File: src/rtl/wb_timer.sv
// ---------------------------------------------------------------------------
// wb_timer : Wishbone slave 32-bit prescaled timer
//
// Sits on the MCU's 32-bit Wishbone bus behind the flash controller's master
// port. Provides a 32-bit count with a PW-bit prescaler, a compare/period
// register, auto-reload or one-shot operation, sticky W1C status flags and
// a registered level interrupt.
//
// Register map (adr_i[2:0]):
//   0 CTRL    [0] EN, [1] AUTO, [2] IE, [8+PW-1:8] PRESCALE
//   1 COUNT   current count, write loads it
//   2 PERIOD  compare value
//   3 STATUS  [0] MATCH, [1] OVF, [2] CAP (write-1-to-clear)
//   4 CAPTURE count latched on a cap_i rising edge (read-only)
//   5,6       read 0, writes ignored
//   7 ID      constant ID parameter
//
// Optional feature macro: WB_TIMER_CAPTURE_EN
//   defined   : cap_i rising edge latches COUNT into CAPTURE, sets STATUS.CAP
//   undefined : cap_i ignored, CAPTURE and STATUS[2] read 0
//
// Ports:
//   clk    system clock
//   arstn  asynchronous active-low reset
//   adr_i  Wishbone word address (15 bits)
//   dat_i  write data (32 bits)
//   dat_o  registered read data (32 bits)
//   we_i   write enable, qualified by stb_i
//   stb_i  strobe / cycle request
//   ack_o  one-cycle transfer acknowledge
//   cap_i  capture input, already synchronous to clk
//   irq    level interrupt, MATCH & IE, registered
// ---------------------------------------------------------------------------
module wb_timer #(
  parameter logic [14:0] BASE = 15'h0000,
  parameter logic [31:0] ID   = 32'h54494D31,
  parameter int          PW   = 8
) (
  input  logic        clk,
  input  logic        arstn,
  input  logic [14:0] adr_i,
  input  logic [31:0] dat_i,
  output logic [31:0] dat_o,
  input  logic        we_i,
  input  logic        stb_i,
  output logic        ack_o,
  input  logic        cap_i,
  output logic        irq
);

  logic          en, auto_rl, ie;
  logic [PW-1:0] prescale;
  logic [PW-1:0] pc;
  logic [31:0]   count, period;
  logic          match, ovf;
  logic          cap_flag;
  logic [31:0]   capture;

  logic sel, acc, wr, rd;
  logic wr_ctrl, wr_count, wr_period, wr_status;
  logic tick, tick_eff, at_period, at_max;
  logic [31:0] ctrl_rd, rd_data;

  // An access happens only on the first selected cycle; the ack cycle itself
  // is ignored so a held strobe produces exactly one transfer.
  assign sel       = stb_i & (adr_i[14:3] == BASE[14:3]);
  assign acc       = sel & ~ack_o;
  assign wr        = acc & we_i;
  assign rd        = acc & ~we_i;
  assign wr_ctrl   = wr & (adr_i[2:0] == 3'd0);
  assign wr_count  = wr & (adr_i[2:0] == 3'd1);
  assign wr_period = wr & (adr_i[2:0] == 3'd2);
  assign wr_status = wr & (adr_i[2:0] == 3'd3);

  // A bus write to COUNT or CTRL takes priority and swallows a coincident tick.
  assign tick      = en & (pc == prescale);
  assign tick_eff  = tick & ~wr_ctrl & ~wr_count;
  assign at_period = (count == period);
  assign at_max    = &count;

  always_comb begin
    ctrl_rd          = '0;
    ctrl_rd[0]       = en;
    ctrl_rd[1]       = auto_rl;
    ctrl_rd[2]       = ie;
    ctrl_rd[8 +: PW] = prescale;
  end

  always_comb begin
    rd_data = '0;
    case (adr_i[2:0])
      3'd0:    rd_data = ctrl_rd;
      3'd1:    rd_data = count;
      3'd2:    rd_data = period;
      3'd3:    rd_data = {29'd0, cap_flag, ovf, match};
      3'd4:    rd_data = capture;
      3'd7:    rd_data = ID;
      default: rd_data = '0;
    endcase
  end

  always_ff @(posedge clk or negedge arstn) begin
    if (!arstn) begin
      ack_o    <= 1'b0;
      dat_o    <= '0;
      irq      <= 1'b0;
      en       <= 1'b0;
      auto_rl  <= 1'b0;
      ie       <= 1'b0;
      prescale <= '0;
      pc       <= '0;
      count    <= '0;
      period   <= '0;
      match    <= 1'b0;
      ovf      <= 1'b0;
    end else begin
      ack_o <= sel & ~ack_o;
      if (rd) dat_o <= rd_data;
      irq <= match & ie;

      // Prescaler restarts on any CTRL write so the first tick after enabling
      // comes a full PRESCALE+1 cycles later.
      if (wr_ctrl || !en || tick) pc <= '0;
      else                        pc <= pc + PW'(1);

      if (wr_ctrl) begin
        en       <= dat_i[0];
        auto_rl  <= dat_i[1];
        ie       <= dat_i[2];
        prescale <= dat_i[8 +: PW];
      end else if (tick_eff && at_period && !auto_rl) begin
        en <= 1'b0;
      end

      // On a one-shot match the count simply holds at PERIOD.
      if (wr_count) begin
        count <= dat_i;
      end else if (tick_eff) begin
        if (at_period) begin
          if (auto_rl) count <= '0;
        end else if (at_max) begin
          count <= '0;
        end else begin
          count <= count + 32'd1;
        end
      end

      if (wr_period) period <= dat_i;

      // Flag sets beat a same-cycle write-1-to-clear.
      if (tick_eff && at_period)               match <= 1'b1;
      else if (wr_status && dat_i[0])          match <= 1'b0;

      if (tick_eff && !at_period && at_max)    ovf <= 1'b1;
      else if (wr_status && dat_i[1])          ovf <= 1'b0;
    end
  end

`ifdef WB_TIMER_CAPTURE_EN
  logic cap_d;
  logic cap_edge;

  assign cap_edge = cap_i & ~cap_d;

  // CAPTURE takes COUNT as it stands before this edge's update; a read in
  // the same cycle still sees the previous CAPTURE value.
  always_ff @(posedge clk or negedge arstn) begin
    if (!arstn) begin
      cap_d    <= 1'b0;
      capture  <= '0;
      cap_flag <= 1'b0;
    end else begin
      cap_d <= cap_i;
      if (cap_edge) capture <= count;
      if (cap_edge)                    cap_flag <= 1'b1;
      else if (wr_status && dat_i[2])  cap_flag <= 1'b0;
    end
  end
`else
  logic unused_cap;

  assign cap_flag   = 1'b0;
  assign capture    = '0;
  assign unused_cap = cap_i;
`endif

endmodule

File: config.mk
export PLATFORM = sky130hd
export DESIGN_NAME = wb_timer
export DESIGN_NICKNAME = d
export VERILOG_FILES = /design/src/rtl/wb_timer.sv
export SDC_FILE = /design/constraint.sdc
export NUM_CORES = 1
export LEC_CHECK = 0
export BUFFER_PORTS_ARGS = -buffer_cell sky130_fd_sc_hd__buf_2
export CAP_MARGIN = 20
export CORE_UTILIZATION = 25
export CTS_CLUSTER_SIZE = 20
export DETAILED_ROUTE_END_ITERATION = 7
export GPL_TIMING_DRIVEN = 0
export PLACE_DENSITY = 0.47
export SLEW_MARGIN = 20
export SYNTH_ARGS = -nofsm -noshare
export SYNTH_HDL_FRONTEND = slang
export SYNTH_SLANG_ARGS = --single-unit
File: constraint.sdc
create_clock -name clk -period 5.9 [get_ports clk]
set_clock_uncertainty 0.2 [all_clocks]
set_input_delay 0.295 -clock clk [delete_from_list [all_inputs] [get_ports clk]]
set_output_delay 0.295 -clock clk [all_outputs]
set_load 0.01 [all_outputs]
==> key figures, run 1 <==
Synth
  • Post-synth net total: between 700 and 800
  • Seq/Total Area, Yosys: 0.443
  • Cell taking the most area after synthesis: dfrtp_1
  • Most frequent cells after synthesis: dfrtp_1 (119), nand2_1 (66), mux2_2 (43)
  • Synth unique cells: 57
  • Main synth FF type: dfrtp_1
  • Synth top area share: 0.443
  • Mapped Cells: 652
  • Synth warnings: 0
  • Async SR Flop Fraction: 1.00
  • Mapped Avg Cell Area: around 10 sq um
  • Post-synth EDFFs: 0
  • Register bit total from synthesis: approximately 120
  • Count leader, synth: dfrtp_1
  • Synth area leaders: dfrtp_1 (44%), mux2_2 (7.2%), xor2_1 (5.5%), nand2_1 (3.7%), a22oi_1 (3.0%)
  • Post-Syn Area: 6720 sq um

Die
  • Die width: about 170 um
  • Vert. Die Dim: 166 um
  • IO Pins: 86
  • Initial Util: 0.257
  • Total Die Area: ~28000 sq um
  • Core box area: around 26000 sq um
  • Cell row count: just under 60

STA
  • Final hold vios: 0
  • Fin Setup TNS: 0 ps
  • Final Worst Setup Slack: between 2000 and 3000 ps
  • Worst-Margin Slew: ~800 ps
  • RSZ-0062 raised after global routing: no
  • Final worst path period share: 0.498
  • Max_slew headroom: 0.453
  • Hold Worst Slack: 14.4 ps
  • Final setup fails: 0
  • Fin crit period: around 2900 ps
  • Slew Viols, Final: 0
  • Fmax: between 0.3 and 0.4 GHz

Pwr
  • Worst VDD drop: 0.192 mV
  • Leak pwr: around 4.0 nW
  • Total power: roughly 1.9 mW
  • Pwr Density: about 220 nW/um^2

Final layout
  • Fin cells: 1130
  • Layout Cell Area excl Fill: 8430 sq um
  • # diodes: 0
  • Final nets: approximately 840
  • Area delta synth->final: 25.4%
  • Final Util: 0.322
  • Share of cells above drive strength 1: 0.257

Placement
  • Final HPWL DP: 17300 um
  • Pre-CTS WS: approximately 2900 ps
  • Placed inst area: about 7600 sq um
  • Placer congestion estimate: between 0.8 and 0.9
  • Port bufs: between 80 and 90
  • Cell count after placement: 1069

Worst setup path
  • Startpoint types: flip-flop
  • CP Capture Type: flip-flop
  • Crit path max fanout: 10
  • Critical Path RT: approximately 6000 ps
  • R2R Setup Slk: about 3000 ps
  • Worst reg-to-reg path cell count: 11
  • Worst R2R Start: count[0]
  • Worst R2R End: count[29]
  • WS Path Type: reg -> reg
  • CP arrival: around 3000 ps

Clocking
  • Clock Latency Late Sink: 430 ps
  • Clock buffer depth: 2
  • Total CTS buffers: 17
  • Clk root buf: clkbuf_16
  • Worst-path clk slew: 50 ps
  • H-tree levels: 4
  • Sink Count: roughly 120
  • CTS tree: built

Global route
  • Vias in the first global route: between 5000 and 6000
  • First-pass GRT wire length: 35200 um
  • Initial antenna violation count: 0
  • Largest net degree at the start of global routing: 66
  • GRT Overall Usage: 0.172
  • Remaining global-route overflow: 0

Detailed routing
  • Initial drt markers: between 300 and 400
  • Detail Route Antenna Nets: 0
  • # DRC: 11
  • Vias: approximately 5600
  • DRT Pass-1 Iters: 7
  • Vias/cell: between 4 and 5
  • Wire per inst: ~21 um
  • Total wire length: approximately 23000 um

Job
  • Maxcap violations: 0

Hold path
  • Hold Path Class: in -> reg
  • Hold Crit Endpoint: period[29]
  • Worst hold path depth: 2
  • HP Start: dat_i[29]

Outcome
  • Failing checks: DRC
  • Outcome: finished with violations
[cells by family (layout without fill, tap and decap cells)]
kind of cell | Yosys count | after routing | share of synthesized area
simple gates | 185 | 185 | 0.160
compound gates | 181 | 181 | 0.199
flops | 119 | 119 | 0.443
buf+inv | 68 | 211 | 0.0489
mux | 51 | 51 | 0.0860
xor+xnor | 46 | 46 | 0.0599
fa+ha+maj | 2 | 2 | 0.00372
[worst max-delay path by stage]
stage | from | endpoint | slack [ps]
CTS | count[0] | count[29] | 2950
global placement | arstn | period[25] | 2630
global route | count[0] | count[0] | 2720
finish | count[0] | count[29] | 2960
floorplan | count[0] | count[0] | 3530
detailed placement | adr_i[7] | count[1] | 2870
[cells in the final DEF (no fill, tap or decap), drive strengths merged, types with 4 or more instances in the layout]
| cell | n |
|---|---|
| o41ai | 4 |
| a32o | 15 |
| clkinv | 8 |
| mux2i | 6 |
| o2bb2ai | 10 |
| inv | 19 |
| a22o | 9 |
| nand2 | 66 |
| a32oi | 7 |
| dfrtp | 119 |
| and3 | 12 |
| o21ai | 50 |
| xnor2 | 4 |
| nor2 | 42 |
| nand4 | 9 |
| a22oi | 27 |
| nor4 | 14 |
| buf | 108 |
| nor3 | 4 |
| xor2 | 42 |
| a21o | 15 |
| and2 | 5 |
| o31ai | 25 |
| mux2 | 44 |
| a21oi | 11 |
| dlygate4sd3 | 31 |
| nand3 | 15 |
| nor2b | 5 |
| clkbuf | 43 |
[registers in the layout, indices dropped and copies added (netlist names)]
register / count
ovf: 1
pc: 8
match: 1
ie: 1
period: 32
irq: 1
auto_rl: 1
en: 1
dat_o: 32
ack_o: 1
prescale: 8
count: 32
[metal layers]
metal / vias up / share of wire / global-route usage
li1: 2662 / - / -
met4: 0 / 0.028 / 0.0800
met2: 188 / 0.46 / 0.267
met3: 34 / 0.048 / 0.0319
met1: 2752 / 0.47 / 0.230
met5: - / 0 / 0
[worst max-delay path: stages, from the launching register on]
cell,delay [ps]
dfrtp_1,480
ha_1,230
nand3_1,210
nor2_1,340
and3_1,210
buf_2,190
and4_1,270
or2_1,130
buf_6,130
buf_6,180
o21ai_2,70
a22o_1,170
[layout make-up]
type                    instances  area (sq um)
plain buffers                  49           258
clock buffers                  20           457
inverters                      19          71.3
well taps                     335           419
clock inverters                10          81.3
fillers                      2703         17800
flip-flops and latches        119          2980
repair buffers                113           753
multi-input cells             465          3420
[timing repair]
action                                 CTS  global route
hold buffers                            31             0
endpoints found under the hold margin  102             0
setup endpoints to repair                0             0
buffers inserted                         0             0
resized for setup                        0             0
[power by group]
| group | total, mW | leakage (nW) | switching, mW | internal (mW) |
|---|---|---|---|---|
| clock network | 0.965 | 0.271 | 0.375 | 0.590 |
| registers | 0.817 | 1.66 | 0.000305 | 0.817 |
| logic | 0.0981 | 2.11 | 0.0591 | 0.0390 |
| total | 1.88 | 4.03 | 0.435 | 1.45 |
Note: power is estimated with default switching activity, not from simulation.
==> run 2, diff against run 1 <==
--- a/config.mk
+++ b/config.mk
@@ -11,7 +11,7 @@
 export CTS_CLUSTER_SIZE = 20
 export DETAILED_ROUTE_END_ITERATION = 7
 export GPL_TIMING_DRIVEN = 0
-export PLACE_DENSITY = 0.47
+export PLACE_DENSITY = 0.48
 export SLEW_MARGIN = 20
 export SYNTH_ARGS = -nofsm -noshare
 export SYNTH_HDL_FRONTEND = slang
==> constraint.sdc (replaced) <==
create_clock -name clk -period 2.65 [get_ports clk]
set_clock_uncertainty 0.2 [all_clocks]
set_input_delay 0.1325 -clock clk [delete_from_list [all_inputs] [get_ports clk]]
set_output_delay 0.1325 -clock clk [all_outputs]
set_load 0.01 [all_outputs]
==> key figures, run 2 (synthesis results as in run 1) <==
Outcome
  • Outcome: finished with violations
  • Failing checks: DRC, hold timing

Job
  • Maxcap violations: 0

Placement
  • Pre-CTS WS: -234 ps
  • Placer congestion estimate: about 0.82
  • Placed inst area: 7590 sq um
  • Port bufs: 81
  • Cell count after placement: ~1100
  • Final HPWL DP: 17300 um

Final layout
  • Final Util: 0.338
  • Most common cell after layout, fill and taps aside: dfrtp_1
  • Biggest regs: count: 32 flops, dat_o: 32 flops, period: 32 flops
  • # diodes: 0
  • Most frequent cells in the layout: dfrtp_1 (110), buf_2 (94), nand2_1 (66), mux2_2 (43), xor2_1 (40)
  • Share of cells above drive strength 1: 0.305
  • Layout Cell Area excl Fill: 8850 sq um
  • Area delta synth->final: 31.7%
  • Fin cells: about 1200
  • Final nets: roughly 860

STA
  • Fmax: ~0.38 GHz
  • Worst-Margin Slew: 676 ps
  • Final worst path period share: 0.986
  • Final setup fails: 0
  • Fin crit period: approximately 2600 ps
  • Final hold vios: 1
  • Slew Viols, Final: 0
  • Max_slew headroom: 0.549
  • Final Worst Setup Slack: roughly 38 ps
  • RSZ-0062 raised after global routing: yes
  • Hold Worst Slack: -3.05 ps
  • Fin Setup TNS: 0 ps

Worst setup path
  • Critical-path cell list: xor2_1 > nor4_4 > nand4_4 > nor2_8 > buf_6 > a2bb2oi_4 > buf_4 > a41o_1 > a31o_1
  • CP arrival: around 2700 ps
  • Crit path max fanout: 8
  • Worst R2R Start: count[3]
  • End of the critical path: count[6]
  • Critical Path Max Stage Delay: 470 ps
  • WS Path Type: reg -> reg
  • CP max-delay cell: dfrtp_2
  • Worst reg-to-reg path cell count: 9
  • Worst R2R End: count[6]
  • Worst setup startpoint: count[3]
  • CP Capture Type: flip-flop
  • Startpoint types: flip-flop
  • R2R Setup Slk: between 30 and 40 ps
  • Critical Path RT: between 2000 and 3000 ps

Pwr
  • Leak pwr: around 4.2 nW
  • Pwr Density: just over 500 nW/um^2
  • Total power: approximately 4.6 mW
  • Worst VDD drop: about 0.46 mV

Clocking
  • Sink Count: roughly 120
  • Clock Latency Late Sink: 430 ps
  • Worst-path clk slew: 60 ps
  • Clock buffer depth: 2
  • H-tree levels: 4
  • Total CTS buffers: 17
  • Clk root buf: clkbuf_16
  • CTS tree: built

Detailed routing
  • DRT Pass-1 Iters: 7
  • Detail Route Antenna Nets: 0
  • Wire per inst: 20.4 um
  • Vias/cell: between 4 and 5
  • Vias: between 5000 and 6000
  • Initial drt markers: 395
  • Total wire length: 23600 um
  • # DRC: 10

Global route
  • Initial antenna violation count: 0
  • Largest net degree at the start of global routing: 72
  • First-pass GRT wire length: between 30000 and 40000 um
  • GRT Overall Usage: 0.176
  • Remaining global-route overflow: 0
  • Vias in the first global route: roughly 5800

Die
  • IO Pins: 86
  • Vert. Die Dim: between 150 and 200 um
  • Initial Util: 0.257
  • Die width: ~170 um
  • Cell row count: approximately 60
  • Core box area: ~26000 sq um
  • Total Die Area: about 28000 sq um

Hold path
  • Hold Path Class: in -> async
## run 2: metal layers
layer,global-route usage,up-vias,share of wire
met2,0.273,183,0.45
met5,0,-,0
li1,-,2717,-
met1,0.238,2834,0.46
met3,0.0300,44,0.057
met4,0.0809,0,0.032
## run 2: layout make-up
cell class	count	area, sq um
fillers	2665	17400
multi-input cells	465	3490
flip-flops and latches	119	2990
repair buffers	140	970
clock buffers	20	467
well taps	335	419
plain buffers	47	272
clock inverters	12	174
inverters	19	71.3
## run 2: critical path, delay by kind of cell (launching register included)
kind,cells,cell delay (ps)
AOI/OAI and AO/OA,3,520
xor gates and xnor gates,1,190
buffers and inverters,2,280
DFF,1,470
and+or+nand+nor,3,830
## run 2: how the worst min path moves through the flow
stage	cells after the start	to	slack [ps]
finish	2	irq	-3
global route	2	irq	40
CTS	2	irq	20
detailed placement	1	irq	-130
global placement	2	period[26]	180
floorplan	0	ack_o	-360
## run 2: where the power goes
group	internal, mW	switching, mW	total, mW	leakage (nW)
Clock	1.64	0.889	2.53	0.304
Combinational	0.0901	0.131	0.221	2.28
Sequential	1.82	0.000701	1.82	1.64
## run 2: repair_timing
action	CTS	global route
resized for setup	10	25
setup endpoints to repair	53	58
cloned	0	0
hold buffers	35	0
pin swaps	5	17
setup buffers	6	17
endpoints found under the hold margin	197	0
